<file path="config.mk">
export PLATFORM = sky130hd
export DESIGN_NAME = uart_tx_frame
export DESIGN_NICKNAME = d
export VERILOG_FILES = /design/src/rtl/uart_tx_frame.sv
export SDC_FILE = /design/constraint.sdc
export NUM_CORES = 1
export LEC_CHECK = 0
export BUFFER_PORTS_ARGS = -buffer_cell sky130_fd_sc_hd__buf_4
export CAP_MARGIN = 30
export CORE_ASPECT_RATIO = 1.25
export CORE_MARGIN = 2
export CORE_UTILIZATION = 30
export DETAILED_ROUTE_END_ITERATION = 10
export SETUP_SLACK_MARGIN = 0.02
export SLEW_MARGIN = 30
export SYNTH_ARGS = -nofsm -noshare
export SYNTH_HDL_FRONTEND = slang
export SYNTH_SLANG_ARGS = --single-unit
</file>
<file path="constraint.sdc">
create_clock -name clk -period 4.6 [get_ports clk]
set_input_delay 0.46 -clock clk [delete_from_list [all_inputs] [get_ports clk]]
set_output_delay 0.46 -clock clk [all_outputs]
set_load 0.01 [all_outputs]
</file>
<file path="src/rtl/uart_tx_frame.sv">
// uart_tx_frame: one-bit-per-clock UART framer (start, LSB-first data, optional parity, stop); P_DATA/DATA_VALID/PAR_EN/PAR_TYP in, registered TX_OUT/busy out, rst active-low sync
module uart_tx_frame #(
  parameter int DATA_WIDTH = 8
) (
  input  logic                  clk,
  input  logic                  rst,
  input  logic [DATA_WIDTH-1:0] P_DATA,
  input  logic                  DATA_VALID,
  input  logic                  PAR_EN,
  input  logic                  PAR_TYP,
  output logic                  TX_OUT,
  output logic                  busy
);
  localparam int CW = DATA_WIDTH > 1 ? $clog2(DATA_WIDTH) : 1;
  typedef enum logic [2:0] {IDLE, START, DATA, PARITY, STOP} state_t;
  state_t                state_q, state_d;
  logic [CW-1:0]         cnt_q, cnt_d;
  logic [DATA_WIDTH-1:0] data_q, data_d;
  logic                  par_en_q, par_en_d, par_typ_q, par_typ_d;
  logic                  tx_q, tx_d, busy_q, busy_d, accept;
  always_ff @(posedge clk) begin
    if (!rst) begin
      state_q   <= IDLE;
      cnt_q     <= '0;
      data_q    <= '0;
      par_en_q  <= 1'b0;
      par_typ_q <= 1'b0;
      tx_q      <= 1'b1;
      busy_q    <= 1'b0;
    end else begin
      state_q   <= state_d;
      cnt_q     <= cnt_d;
      data_q    <= data_d;
      par_en_q  <= par_en_d;
      par_typ_q <= par_typ_d;
      tx_q      <= tx_d;
      busy_q    <= busy_d;
    end
  end
  always_comb begin
    accept    = DATA_VALID && (state_q == IDLE || state_q == STOP);
    data_d    = accept ? P_DATA : data_q;
    par_en_d  = accept ? PAR_EN : par_en_q;
    par_typ_d = accept ? PAR_TYP : par_typ_q;
    cnt_d     = state_q == DATA ? cnt_q + CW'(1) : '0;
    state_d   = state_q;
    case (state_q)
      IDLE:    state_d = accept ? START : IDLE;
      START:   state_d = DATA;
      DATA:    state_d = cnt_q == CW'(DATA_WIDTH - 1) ? (par_en_q ? PARITY : STOP) : DATA;
      PARITY:  state_d = STOP;
      STOP:    state_d = accept ? START : IDLE;
      default: state_d = IDLE;
    endcase
  end
  // outputs are registered, so they are decoded from the state being entered
  always_comb begin
    tx_d   = state_d == START  ? 1'b0 :
             state_d == DATA   ? data_q[cnt_d] :
             state_d == PARITY ? ^data_q ^ par_typ_q : 1'b1;
    busy_d = state_d != IDLE;
  end
  assign TX_OUT = tx_q;
  assign busy   = busy_q;
endmodule

</file>
# Word-level counts from Yosys, hierarchy flattened
# Index checks and enable logic that the tools add are counted.
# Widths: inputs -> output; s select.
[op_classes] n_addsub=1 order_cmp=1 eq_ne=8 muxes=10 n_bitwise=1 n_reduce_logical=6
[ops] op="$eq 3x2->1 const B" count=4
[ops] op="$pmux 3 s4" count=1
[ops] op="$mux 3" count=3
[ops] op="$reduce_xor 8->1" count=1
[ops] op="$eq 3x1->1 const B" count=2
[ops] op="$eq 3x3->1 const B" count=2
[ops] op="$mux 1" count=5
[ops] op="$lt 3x4->1 const B" count=1
[ops] op="$add 3x1->3 const B" count=1
[ops] op="$bmux 1 s3" count=1
[ops] op="$logic_not 3->1" count=1
[ops] op="$reduce_bool 3->1" count=1
[ops] op="$reduce_or 2->1" count=1
[ops] op="$logic_and 1x1->1" count=1
[ops] op="$logic_or 1x1->1" count=1
[ops] op="$xor 1x1->1" count=1
[totals] regBits=18 input_bits=13 elab_cells=34

# Logic depth before layout (Yosys ltp)
[depth] ltp_word=9 mapped_depth=6 mapped_depth_nobuf=6

# Worst setup path after synthesis
# Ideal clock, no wire load.
[synth_path] path_kind="register to register" from="register cnt_q[0]" to="register tx_q (netlist: TX_OUT)" t_arrival_ns=1.696 setup_slack_ns=2.775 path_stages_with_launch=7 path_cell_list="dfxtp_1 -> ha_1 -> ha_1 -> mux4_2 -> nand3b_1 -> o2111ai_1 -> nand4b_1"
[synth_between] elab_chain_cells=7 word_cells_on_any_way=13 cone_classes="1 x add/sub; 4 x eq/ne; 8 x mux"
[synth_lines] item="start, declared" line="17" text="logic [CW-1:0] cnt_q, cnt_d;"
[synth_lines] item="start signal, assigned" line="32" text="cnt_q <= cnt_d;"
[synth_lines] item="parallel branches: the longest is 6 deep, another holds $add 3x1->3"
[synth_lines] item="$mux 1 *" line="58" text="tx_d = state_d == START ? 1'b0 :"
[synth_lines] item="end signal, assigned" line="36" text="tx_q <= tx_d;"
[synth_lines] item="end, declared" line="20" text="logic tx_q, tx_d, busy_q, busy_d, accept;"
# Every way passes the cells marked *. The select of a mux whose other input is x is not followed.
# A chain may end at the register's enable or synchronous reset.

# Worst setup path after layout
# Same ends and word-level chain as after synthesis.

==> results.md <==
- Status: finished clean
- Yosys reg bits: 18
- FMAX: 0.509 GHz
- Syn nets: 100
- Total power: 0.332 mW
- Die area: 0.00333 mm2
- Mapped Area: 865 um2
- Worst Skew: 2.15 ps
- End of the critical path: TX_OUT
- DRC errors left: 0
- Via Count: 656
- Core area: 0.00271 mm2
- # setup viols final: 0
- Sequential share of power: 52.6%
- DIE WIDTH: 52.0 um
- RR Startpoint: cnt_q[0]
- Synthesized instance count: 85
- Worst-Margin Slew: 629 ps
- Fillers: 269
- Pin count of the biggest net entering global routing: 14
- Routability cong.: 0.723
- RSZ-0062 raised after global routing: no
- Initial core utilization: 31.9%
- Post CTS Setup Buffer Count: 0
- Number of global-route vias before repair: 634
- Sw frac: 24.3%
- Setup_tns: 0 ps
- Total GRT Usage: 11.2%
- Clock power frac: 28.3%
- Comb pwr share: 19.1%
- Routed Antenna Nets: 0
- Relative slew slack: 58.1%
- H-tree depth: 1
- Fin area: 0.00104 mm2
- Post-synth ARST share: 0%
- Clk sink count: 18
- Clock root cell: clkbuf_4
- DR iter-0 viols: 6
- Drt via density: 4.86
- IO Port Bufs: 14
- Placed inst area: 0.00100 mm2
- Die height: 64.0 um
- MaxCap Viol Count: 0
- Crit share post-route: 42.7%
- Internal power: 0.252 mW
- Post-CTS sizing: 0
- N_diodes: 0
- Hold crit path type: in -> reg
- Pleak: 0.458 nW
- Critical Path RT: 4770 ps
- CP arrival: 2140 ps
- Ys flop type: dfxtp_1
- Crit path kind: reg -> reg
- Crit-path max FO: 6
- Routed WL: 1560 um
- Seq/Total Area, Yosys: 41.7%
- Clock slew at reported path FFs: 100 ps
- Worst-Skew Late Latency: 290 ps
- Row cnt: 21
- CP Launch Type: flip-flop
- R2r setup slk: 2630 ps
- CTS Buf Count: 3
- Min-Delay Startpoint: P_DATA[2]
- Post-synth EDFFs: 0
- Critical path startpoint: cnt_q[0]
- Area grow syn2layout: 20.0%
- Warnings from Yosys: 0
- Final max-slew violation count: 0
- DRT Pass-1 Iters: 2
- CTS tree: yes
- Drt wl/cell: 11.6 um
- Grt total ovfl: 0
- Avg Cell Area, Syn: 10.2 um2
- Post-CTS Hold Fix Bufs: 0
- Io pins: 15
- Antenna violations before repair: 0
- Max clock buf depth: 2
- Global-route wire length before repair: 2730 um
- Final Critical Period: 1970 ps
- Final Net Count: 117
- Share of cells above drive strength 1: 21.8%
- Maximum vdd drop: 147 uV
- Reg2Reg Depth: 6
- Distinct cell type count after synthesis: 29
- Critical path capture point type: flip-flop
- Final Hold Vio Count: 0
- Switch Pwr: 0.0806 mW
- Pwr/cell area: 320 mW/mm2
- Terminus of the critical flop-to-flop path: TX_OUT
state kept, by name, summed over array words and instances (netlist names):
signal     flops
TX_OUT         1
busy           1
cnt_q          3
data_q         8
par_en_q       1
par_typ_q      1
state_q        3
cell families after synthesis:
logic type | Yosys count | share of synthesized area, %
AO/OA/AOI/OAI | 8 | 6.66
XOR/XNOR | 5 | 8.25
adder cells (fa/ha/maj) | 2 | 2.89
buffers and inverters | 4 | 2.17
flip-flops | 18 | 41.7
multiplexers | 13 | 16.5
AND/OR/NAND/NOR | 35 | 21.9
power groups by stage:
stage | clock (mW) | sequential, mW | combinational (mW)
2_1_floorplan | 0 | 0.177 | 0.0456
3_3_place_gp | 0 | 0.179 | 0.0620
3_5_place_dp | 0 | 0.179 | 0.0643
4_1_cts | 0.0981 | 0.175 | 0.0647
5_1_grt | 0.105 | 0.177 | 0.0699
6_report | 0.0940 | 0.175 | 0.0635
stage by stage:
step           hold WS, ps  setup WS (ps)  instances  utilization, %
2_1_floorplan          462           2780         85               -
3_3_place_gp           486           2730        131            37.0
3_5_place_dp           500           2640        131            37.0
4_1_cts                397           2630        135            38.3
5_1_grt                389           2520        135            38.3
6_report               401           2630        135            38.3
cells in the mapped netlist (2+ instances only):
library cell / n / area share (%)
dfxtp_1: 18 / 42
nor2_1: 16 / 6.9
mux2i_1: 12 / 14
nand2b_1: 4 / 2.9
nand4b_1: 3 / 3.0
a21o_2: 2 / 2.0
a21oi_1: 2 / 1.2
and3_1: 2 / 1.4
ha_1: 2 / 2.9
inv_1: 2 / 0.87
nand2_1: 2 / 0.87
xnor2_1: 2 / 2.0
xnor3_1: 2 / 5.2
layout by cell type (no fill, tap or decap):
master	instances
xnor2_1	2
nor2_1	16
or3b_1	1
ha_1	2
mux4_2	1
mux2i_1	12
nor2b_1	1
nand4_1	1
a21o_2	2
nand3_1	1
nand2_1	2
dfxtp_1	18
and2_1	1
xnor3_1	2
clkbuf_4	3
xor2_1	1
nor3_1	1
a21oi_1	2
nand2b_1	4
a21boi_0	1
buf_4	14
clkbuf_8	1
nor3b_2	1
o22ai_1	1
inv_1	2
nand3b_1	1
o2111ai_1	1
and3_1	2
a211oi_1	1
nand4b_1	3
worst max-delay path: stages, from the launching register on:
cell       delay, ps
dfxtp_1          380
ha_1             230
ha_1             370
mux4_2           510
nand3b_1         170
o2111ai_1        100
nand4b_1         110
worst min path at each step:
stage | to | slack, ps | depth (start not counted)
2_1_floorplan | cnt_q[0] | 460 | 1
3_3_place_gp | cnt_q[0] | 490 | 1
3_5_place_dp | cnt_q[0] | 500 | 1
4_1_cts | data_q[2] | 400 | 3
5_1_grt | data_q[7] | 390 | 3
6_report | data_q[2] | 400 | 3
cell type report:
class / count / area, um2 / share of cell area, %
clock buffer: 4 / 36.3 / 3.50
sequential: 18 / 360 / 34.7
multi-input combinational: 63 / 485 / 46.8
inverter: 2 / 7.51 / 0.724
tap: 34 / 42.5 / 4.10
timing repair buffer: 14 / 105 / 10.1
per-layer routing:
metal / track usage [%] / vias to the layer above / routed length, um
met4: 6.91 / 0 / 48
met2: 17.1 / 13 / 729
met3: 3.04 / 4 / 73
met5: 0 / - / 0
met1: 13.8 / 307 / 713
li1: - / 332 / -
Power figures use the tool's default switching activity.
